==> src/rtl/ahb_arb_pkg.sv <==
// Shared constants and types for the AHB bus arbiter: transfer types,
// response codes and the arbitration state encoding.
package ahb_arb_pkg;

    localparam logic [1:0] HTRANS_IDLE   = 2'b00;
    localparam logic [1:0] HTRANS_BUSY   = 2'b01;
    localparam logic [1:0] HTRANS_NONSEQ = 2'b10;
    localparam logic [1:0] HTRANS_SEQ    = 2'b11;

    localparam logic HRESP_OKAY  = 1'b0;
    localparam logic HRESP_ERROR = 1'b1;

    // PARK: default master holds the bus with nobody asking for it.
    // GRANT: an unlocked owner holds the bus.
    // LOCK: the owner runs a locked sequence and the grant is frozen.
    typedef enum logic [1:0] {
        PARK  = 2'd0,
        GRANT = 2'd1,
        LOCK  = 2'd2
    } arb_state_t;

endpackage

==> src/rtl/rr_picker.sv <==
// Combinational round-robin picker: returns the first requesting master
// strictly after the pointer, wrapping around, so the pointer's own master
// is considered last.
module rr_picker #(
    parameter int NoOfMasters = 3,
    parameter int PtrWidth    = $clog2(NoOfMasters)
) (
    input  logic [NoOfMasters-1:0] i_req,
    input  logic [PtrWidth-1:0]    i_ptr,
    output logic [PtrWidth-1:0]    o_winner,
    output logic                   o_valid
);

    localparam int SW = PtrWidth + 1;

    logic [SW-1:0]       w_sum;
    logic [PtrWidth-1:0] w_cand;

    // Walk from the farthest candidate back to the nearest one so that the
    // last hit, which is the nearest requester after the pointer, wins.
    always_comb begin
        o_winner = '0;
        o_valid  = 1'b0;
        w_sum    = '0;
        w_cand   = '0;
        for (int k = NoOfMasters; k >= 1; k--) begin
            w_sum = {1'b0, i_ptr} + SW'(k);
            if (w_sum >= SW'(NoOfMasters)) begin
                w_cand = PtrWidth'(w_sum - SW'(NoOfMasters));
            end else begin
                w_cand = PtrWidth'(w_sum);
            end
            if (i_req[w_cand]) begin
                o_winner = w_cand;
                o_valid  = 1'b1;
            end
        end
    end

endmodule

==> src/rtl/ahb_bus_arbiter.sv <==
// Multi-master AHB arbiter: round-robin grant with burst protection,
// locked sequences, a beat limit against bus hogging, and registered
// address-phase ownership (HMASTER/HMASTLOCK) trailing the grant.
module ahb_bus_arbiter
    import ahb_arb_pkg::*;
#(
    parameter int NoOfMasters   = 3,
    parameter int DefaultMaster = 0,
    parameter int MaxBeats      = 16
) (
    input  logic                             HCLK,
    input  logic                             HRESET,
    input  logic [NoOfMasters-1:0]           HBUSREQ,
    input  logic [NoOfMasters-1:0]           HLOCK,
    input  logic [1:0]                       HTRANS,
    input  logic                             HREADY,
    input  logic                             HRESP,
    output logic [NoOfMasters-1:0]           HGRANT,
    output logic [$clog2(NoOfMasters)-1:0]   HMASTER,
    output logic                             HMASTLOCK
);

    localparam int MW = $clog2(NoOfMasters);
    localparam int BW = (MaxBeats > 1) ? $clog2(MaxBeats) : 1;

    localparam logic [MW-1:0]          DEF_IDX   = MW'(DefaultMaster);
    localparam logic [NoOfMasters-1:0] GRANT_ONE = NoOfMasters'(1);
    localparam logic [NoOfMasters-1:0] DEF_GRANT = GRANT_ONE << DefaultMaster;
    localparam logic [BW-1:0]          BEAT_LAST = BW'(MaxBeats - 1);

    arb_state_t             r_state;
    logic [NoOfMasters-1:0] r_grant;
    logic [MW-1:0]          r_owner;
    logic [MW-1:0]          r_rrPtr;
    logic [BW-1:0]          r_beats;
    logic [MW-1:0]          r_master;
    logic                   r_mastLock;

    logic [MW-1:0]          w_winner;
    logic                   w_winValid;
    logic                   w_isBurst;
    logic                   w_isActive;
    logic                   w_isErr;
    logic                   w_othersReq;
    logic                   w_beatLimit;
    logic                   w_rearb;
    logic                   w_ownerLocks;

    arb_state_t             w_nextState;
    logic [NoOfMasters-1:0] w_nextGrant;
    logic [MW-1:0]          w_nextOwner;
    logic [MW-1:0]          w_nextPtr;
    logic [BW-1:0]          w_nextBeats;

    rr_picker #(
        .NoOfMasters (NoOfMasters),
        .PtrWidth    (MW)
    ) u_picker (
        .i_req    (HBUSREQ),
        .i_ptr    (r_rrPtr),
        .o_winner (w_winner),
        .o_valid  (w_winValid)
    );

    // Classify the current edge: burst continuation, counted beat, error,
    // and whether the owner has exhausted its beat allowance while others wait.
    always_comb begin
        w_isBurst    = (HTRANS == HTRANS_SEQ) || (HTRANS == HTRANS_BUSY);
        w_isActive   = (HTRANS != HTRANS_IDLE) && (HTRANS != HTRANS_BUSY);
        w_isErr      = (HRESP == HRESP_ERROR);
        w_othersReq  = |(HBUSREQ & ~r_grant);
        w_beatLimit  = (r_beats == BEAT_LAST) && (r_state != LOCK) && w_othersReq;
        w_rearb      = HREADY && (!w_isBurst || w_beatLimit || w_isErr);
        w_ownerLocks = HLOCK[r_owner] && HBUSREQ[r_owner];
    end

    // Arbitration decision at a rearbitration point. A locking owner keeps
    // the bus (an error response cancels the lock instead); otherwise the
    // round-robin winner takes it, or the default master parks on it.
    always_comb begin
        w_nextState = r_state;
        w_nextGrant = r_grant;
        w_nextOwner = r_owner;
        w_nextPtr   = r_rrPtr;
        if (w_rearb) begin
            if ((r_state != PARK) && !w_isErr && w_ownerLocks) begin
                w_nextState = LOCK;
            end else if (w_winValid) begin
                w_nextState = GRANT;
                w_nextGrant = GRANT_ONE << w_winner;
                w_nextOwner = w_winner;
                w_nextPtr   = w_winner;
            end else begin
                w_nextState = PARK;
                w_nextGrant = DEF_GRANT;
                w_nextOwner = DEF_IDX;
            end
        end
    end

    // Beat counter restarts for every new owner and otherwise counts
    // NONSEQ/SEQ address phases, holding at the limit value.
    always_comb begin
        w_nextBeats = r_beats;
        if (w_nextGrant != r_grant) begin
            w_nextBeats = '0;
        end else if (HREADY && w_isActive && (r_beats != BEAT_LAST)) begin
            w_nextBeats = r_beats + 1'b1;
        end
    end

    // All arbiter state advances only on HREADY-high edges; ownership and
    // lock indication follow the previous grant to line up with the address phase.
    always_ff @(posedge HCLK) begin
        if (HRESET) begin
            r_state    <= PARK;
            r_grant    <= DEF_GRANT;
            r_owner    <= DEF_IDX;
            r_rrPtr    <= DEF_IDX;
            r_beats    <= '0;
            r_master   <= DEF_IDX;
            r_mastLock <= 1'b0;
        end else if (HREADY) begin
            r_state    <= w_nextState;
            r_grant    <= w_nextGrant;
            r_owner    <= w_nextOwner;
            r_rrPtr    <= w_nextPtr;
            r_beats    <= w_nextBeats;
            r_master   <= r_owner;
            r_mastLock <= (r_state == LOCK);
        end
    end

    assign HGRANT    = r_grant;
    assign HMASTER   = r_master;
    assign HMASTLOCK = r_mastLock;

    a_grantOneHot : assert property (@(posedge HCLK) disable iff (HRESET) $onehot(r_grant));

endmodule

==> config.mk <==
export PLATFORM = sky130hd
export DESIGN_NAME = ahb_bus_arbiter
export DESIGN_NICKNAME = d
export VERILOG_FILES = /design/src/rtl/ahb_arb_pkg.sv /design/src/rtl/rr_picker.sv /design/src/rtl/ahb_bus_arbiter.sv
export SDC_FILE = /design/constraint.sdc
export NUM_CORES = 1
export LEC_CHECK = 0
export BUFFER_PORTS_ARGS = -buffer_cell sky130_fd_sc_hd__buf_2
export CORE_UTILIZATION = 40
export CTS_BUF_LIST = sky130_fd_sc_hd__clkbuf_2 sky130_fd_sc_hd__clkbuf_4 sky130_fd_sc_hd__clkbuf_8
export CTS_CLUSTER_SIZE = 28
export DETAILED_ROUTE_END_ITERATION = 16
export GPL_TIMING_DRIVEN = 0
export PLACE_DENSITY = 0.71
export SLEW_MARGIN = 20
export SYNTH_ARGS = -nofsm -noshare
export SYNTH_HDL_FRONTEND = slang
export SYNTH_SLANG_ARGS = --single-unit
==> constraint.sdc <==
create_clock -name HCLK -period 3.6 [get_ports HCLK]
set_clock_uncertainty 0.15 [all_clocks]
set_input_delay 0.18 -clock HCLK [delete_from_list [all_inputs] [get_ports HCLK]]
set_output_delay 0.18 -clock HCLK [all_outputs]
set_load 0.01 [all_outputs]
==> results.json <==
{
  "yosys_warnings": 0,
  "use_met2_pct": 34.0,
  "slew_headroom_pct": 69.5,
  "setup-violations-final": 0,
  "busiest_layer": "met2",
  "avgSynthCellArea_um2": 8.69,
  "grt_overflow_total": 0,
  "cts_max_level": 1,
  "synth_most_common_cell": "dfxtp_1",
  "grt_pass1_wl_um": 3930,
  "slowest_stage": "or4b_4",
  "max_freq_mhz": 373,
  "postRouteAntennaNets": 0,
  "synth_fa_ha_area_share_pct": 4.68,
  "synth_edf_count": 0,
  "cts_tree": "built",
  "ys_seq_area_share_pct": 30.0,
  "antenna_found_initial": 0,
  "path_class": "reg2reg",
  "hold_violations": 0,
  "start_util_pct": 42.7,
  "crit_chain": "inv_1 > ha_1 > buf_6 > and3_4 > o21bai_1 > or4b_4 > a311o_1 > o32ai_1",
  "yosysTopAreaCell": "dfxtp_1",
  "ys_ff_latch": 16,
  "dieArea_mm2": 0.00288,
  "critPathLaunchType": "register",
  "numClockSinks": 16,
  "gp_congestion": 0.745,
  "clk_latency_ns": 0.30,
  "hold_ws_ns": 0.0335,
  "synthTopCellsByArea": "dfxtp_1, mux2i_1, ha_1",
  "fp.coreArea_mm2": 0.00250,
  "nets": 160,
  "synthFlopType": "dfxtp_1",
  "grt.total_usage_pct": 19.0,
  "synth.top_cell.area_share_pct": 30.0,
  "finalSetupTns_ns": 0,
  "cts_buffers": 3,
  "hpwl_um": 1810,
  "worstPathRequired_ns": 3.66,
  "drv_cap": 0,
  "p_leak_uw": 0.000488,
  "synth_commonest_cells": "dfxtp_1, nand2_1, inv_1, nor2_1, mux2i_1",
  "routed_wl_um": 2310,
  "timing.final.max_slew_violations": 0,
  "power.density_mw_per_mm2": 369,
  "drt-pass1-iter-count": 4,
  "grt_pass1_vias": 934,
  "root_buffer": "clkbuf_4",
  "worst_slew_pin_slew_ns": 0.456,
  "diodes": 0,
  "ctsLongestPathBuffers": 2,
  "synthMuxAreaShare_pct": 8.43,
  "area_growth_pct": 14.4,
  "status": "complete, no violations",
  "cts_hold_buf": 0,
  "path_max_fanout": 9,
  "syn_nets": 139,
  "fin_crit_sh_pct": 74.5,
  "die_w_um": 53.7,
  "row_count": 18,
  "met1_usage_pct": 22.1,
  "ios": 18,
  "synthCells": 123,
  "die-height_um": 53.7,
  "worst_setup_path_end_kind": "register",
  "cts_resized": 0,
  "use_met3_pct": 3.67,
  "drt_iter0_drc": 17,
  "async_flop_share_pct": 0,
  "rsz0062_at_grt": "no",
  "port-buffer-count": 16,
  "holdCritPathClass": "in2reg",
  "peakVddDrop_mv": 0.197,
  "drive_gt1_share_pct": 22.4,
  "slowest_delay_ns": 0.54,
  "cts.clk_slew.worst_paths_ns": 0.09,
  "via_count": 968,
  "viasPerCell": 5.60,
  "grt_max_degree": 11,
  "synth_xor_area_share_pct": 0.820,
  "wl_per_cell_um": 13.4,
  "postCtsSetupBuffers": 0,
  "synth-simple-area-share_pct": 25.4,
  "drc": 0,
  "syn-cell-area_mm2": 0.00107,
  "synth.distinct_cells": 44,
  "synth_compound_area_share_pct": 24.1,
  "period_minus_slack_ns": 2.68,
  "synth_top_family_by_area": "simple AND/OR/NAND/NOR gates",
  "worstPathArrival_ns": 2.74
}
## power by group
| group | total [uW] | internal [uW] | switching (uW) |
|---|---|---|---|
| Sequential | 204 | 189 | 14.6 |
| Clock | 123 | 61.8 | 60.9 |
| Combinational | 125 | 55.4 | 69.2 |
| Total | 451 | 306 | 145 |
## cell usage in the layout (no fill, tap or decap), types with 3 or more instances in the layout
master    instances
nand2_1          12
o21ai_0           4
clkbuf_4          3
nor2_1           11
or4_1             4
o32ai_1           4
a21oi_1           3
buf_2            16
nand2b_1          3
o22ai_1           4
mux2i_1           9
ha_1              4
inv_1            11
nand3_1           3
dfxtp_1          16
## logic make-up after synthesis
kind of cell / after synthesis
adders and majority gates: 4
DFF: 16
buffers and inverters: 14
xor gates and xnor gates: 1
AOI/OAI and AO/OA: 30
and+or+nand+nor: 49
muxes: 9
## critical path: cells and delay by family (launching register included)
| family | cells | cell delay, ns |
|---|---|---|
| AOI/OAI and AO/OA | 3 | 0.71 |
| DFF | 1 | 0.45 |
| buffers and inverters | 2 | 0.24 |
| adders and majority gates | 1 | 0.32 |
| and+or+nand+nor | 2 | 0.71 |
## worst paths after layout
check             start         end  slack (ns)  cells after the start
max          r_rrPtr[0]  r_beats[0]        0.92                      8
min              HRESET  r_beats[2]        0.03                      3
max reg2reg  r_rrPtr[0]  r_beats[0]        0.92                      8
min reg2reg  r_rrPtr[1]  r_rrPtr[1]        0.34                      2
## state kept, by name (all words and copies together), names as in the netlist
signal and cells:
r_beats 4, HGRANT 3, HMASTER 2, r_owner 2, r_rrPtr 2, r_state 2
HMASTLOCK 1
## layer usage
metal  part of all wire (%)  routed length (um)  vias up
li1                       -                   -      493
met4                    1.5                  34        0
met3                    3.3                  77        5
met1                     44                1020      457
met2                     51                1180       13
met5                      0                   0        -
## area by class of cell
cell class	count	area (um^2)
Tap cell	30	37.5
Buffer	3	28.8
Timing Repair Buffer	16	80.1
Clock buffer	4	36.3
Fill cell	258	1280
Inverter	11	41.3
Sequential cell	16	320
Multi-Input combinational cell	93	678
## through the flow
step                worst slack [ns]  instances  utilization (%)  area [um^2]  power, uW
finish                         0.918        173             48.9         1220        451
global route                   0.817        173             48.9         1220        476
CTS                            0.917        173             48.9         1220        454
detailed placement             0.949        169             47.4         1190        332
global placement               0.991        169             47.4         1190        325
floorplan                       1.14        123                -         1070        297
Note: power is estimated with default switching activity, not from simulation.
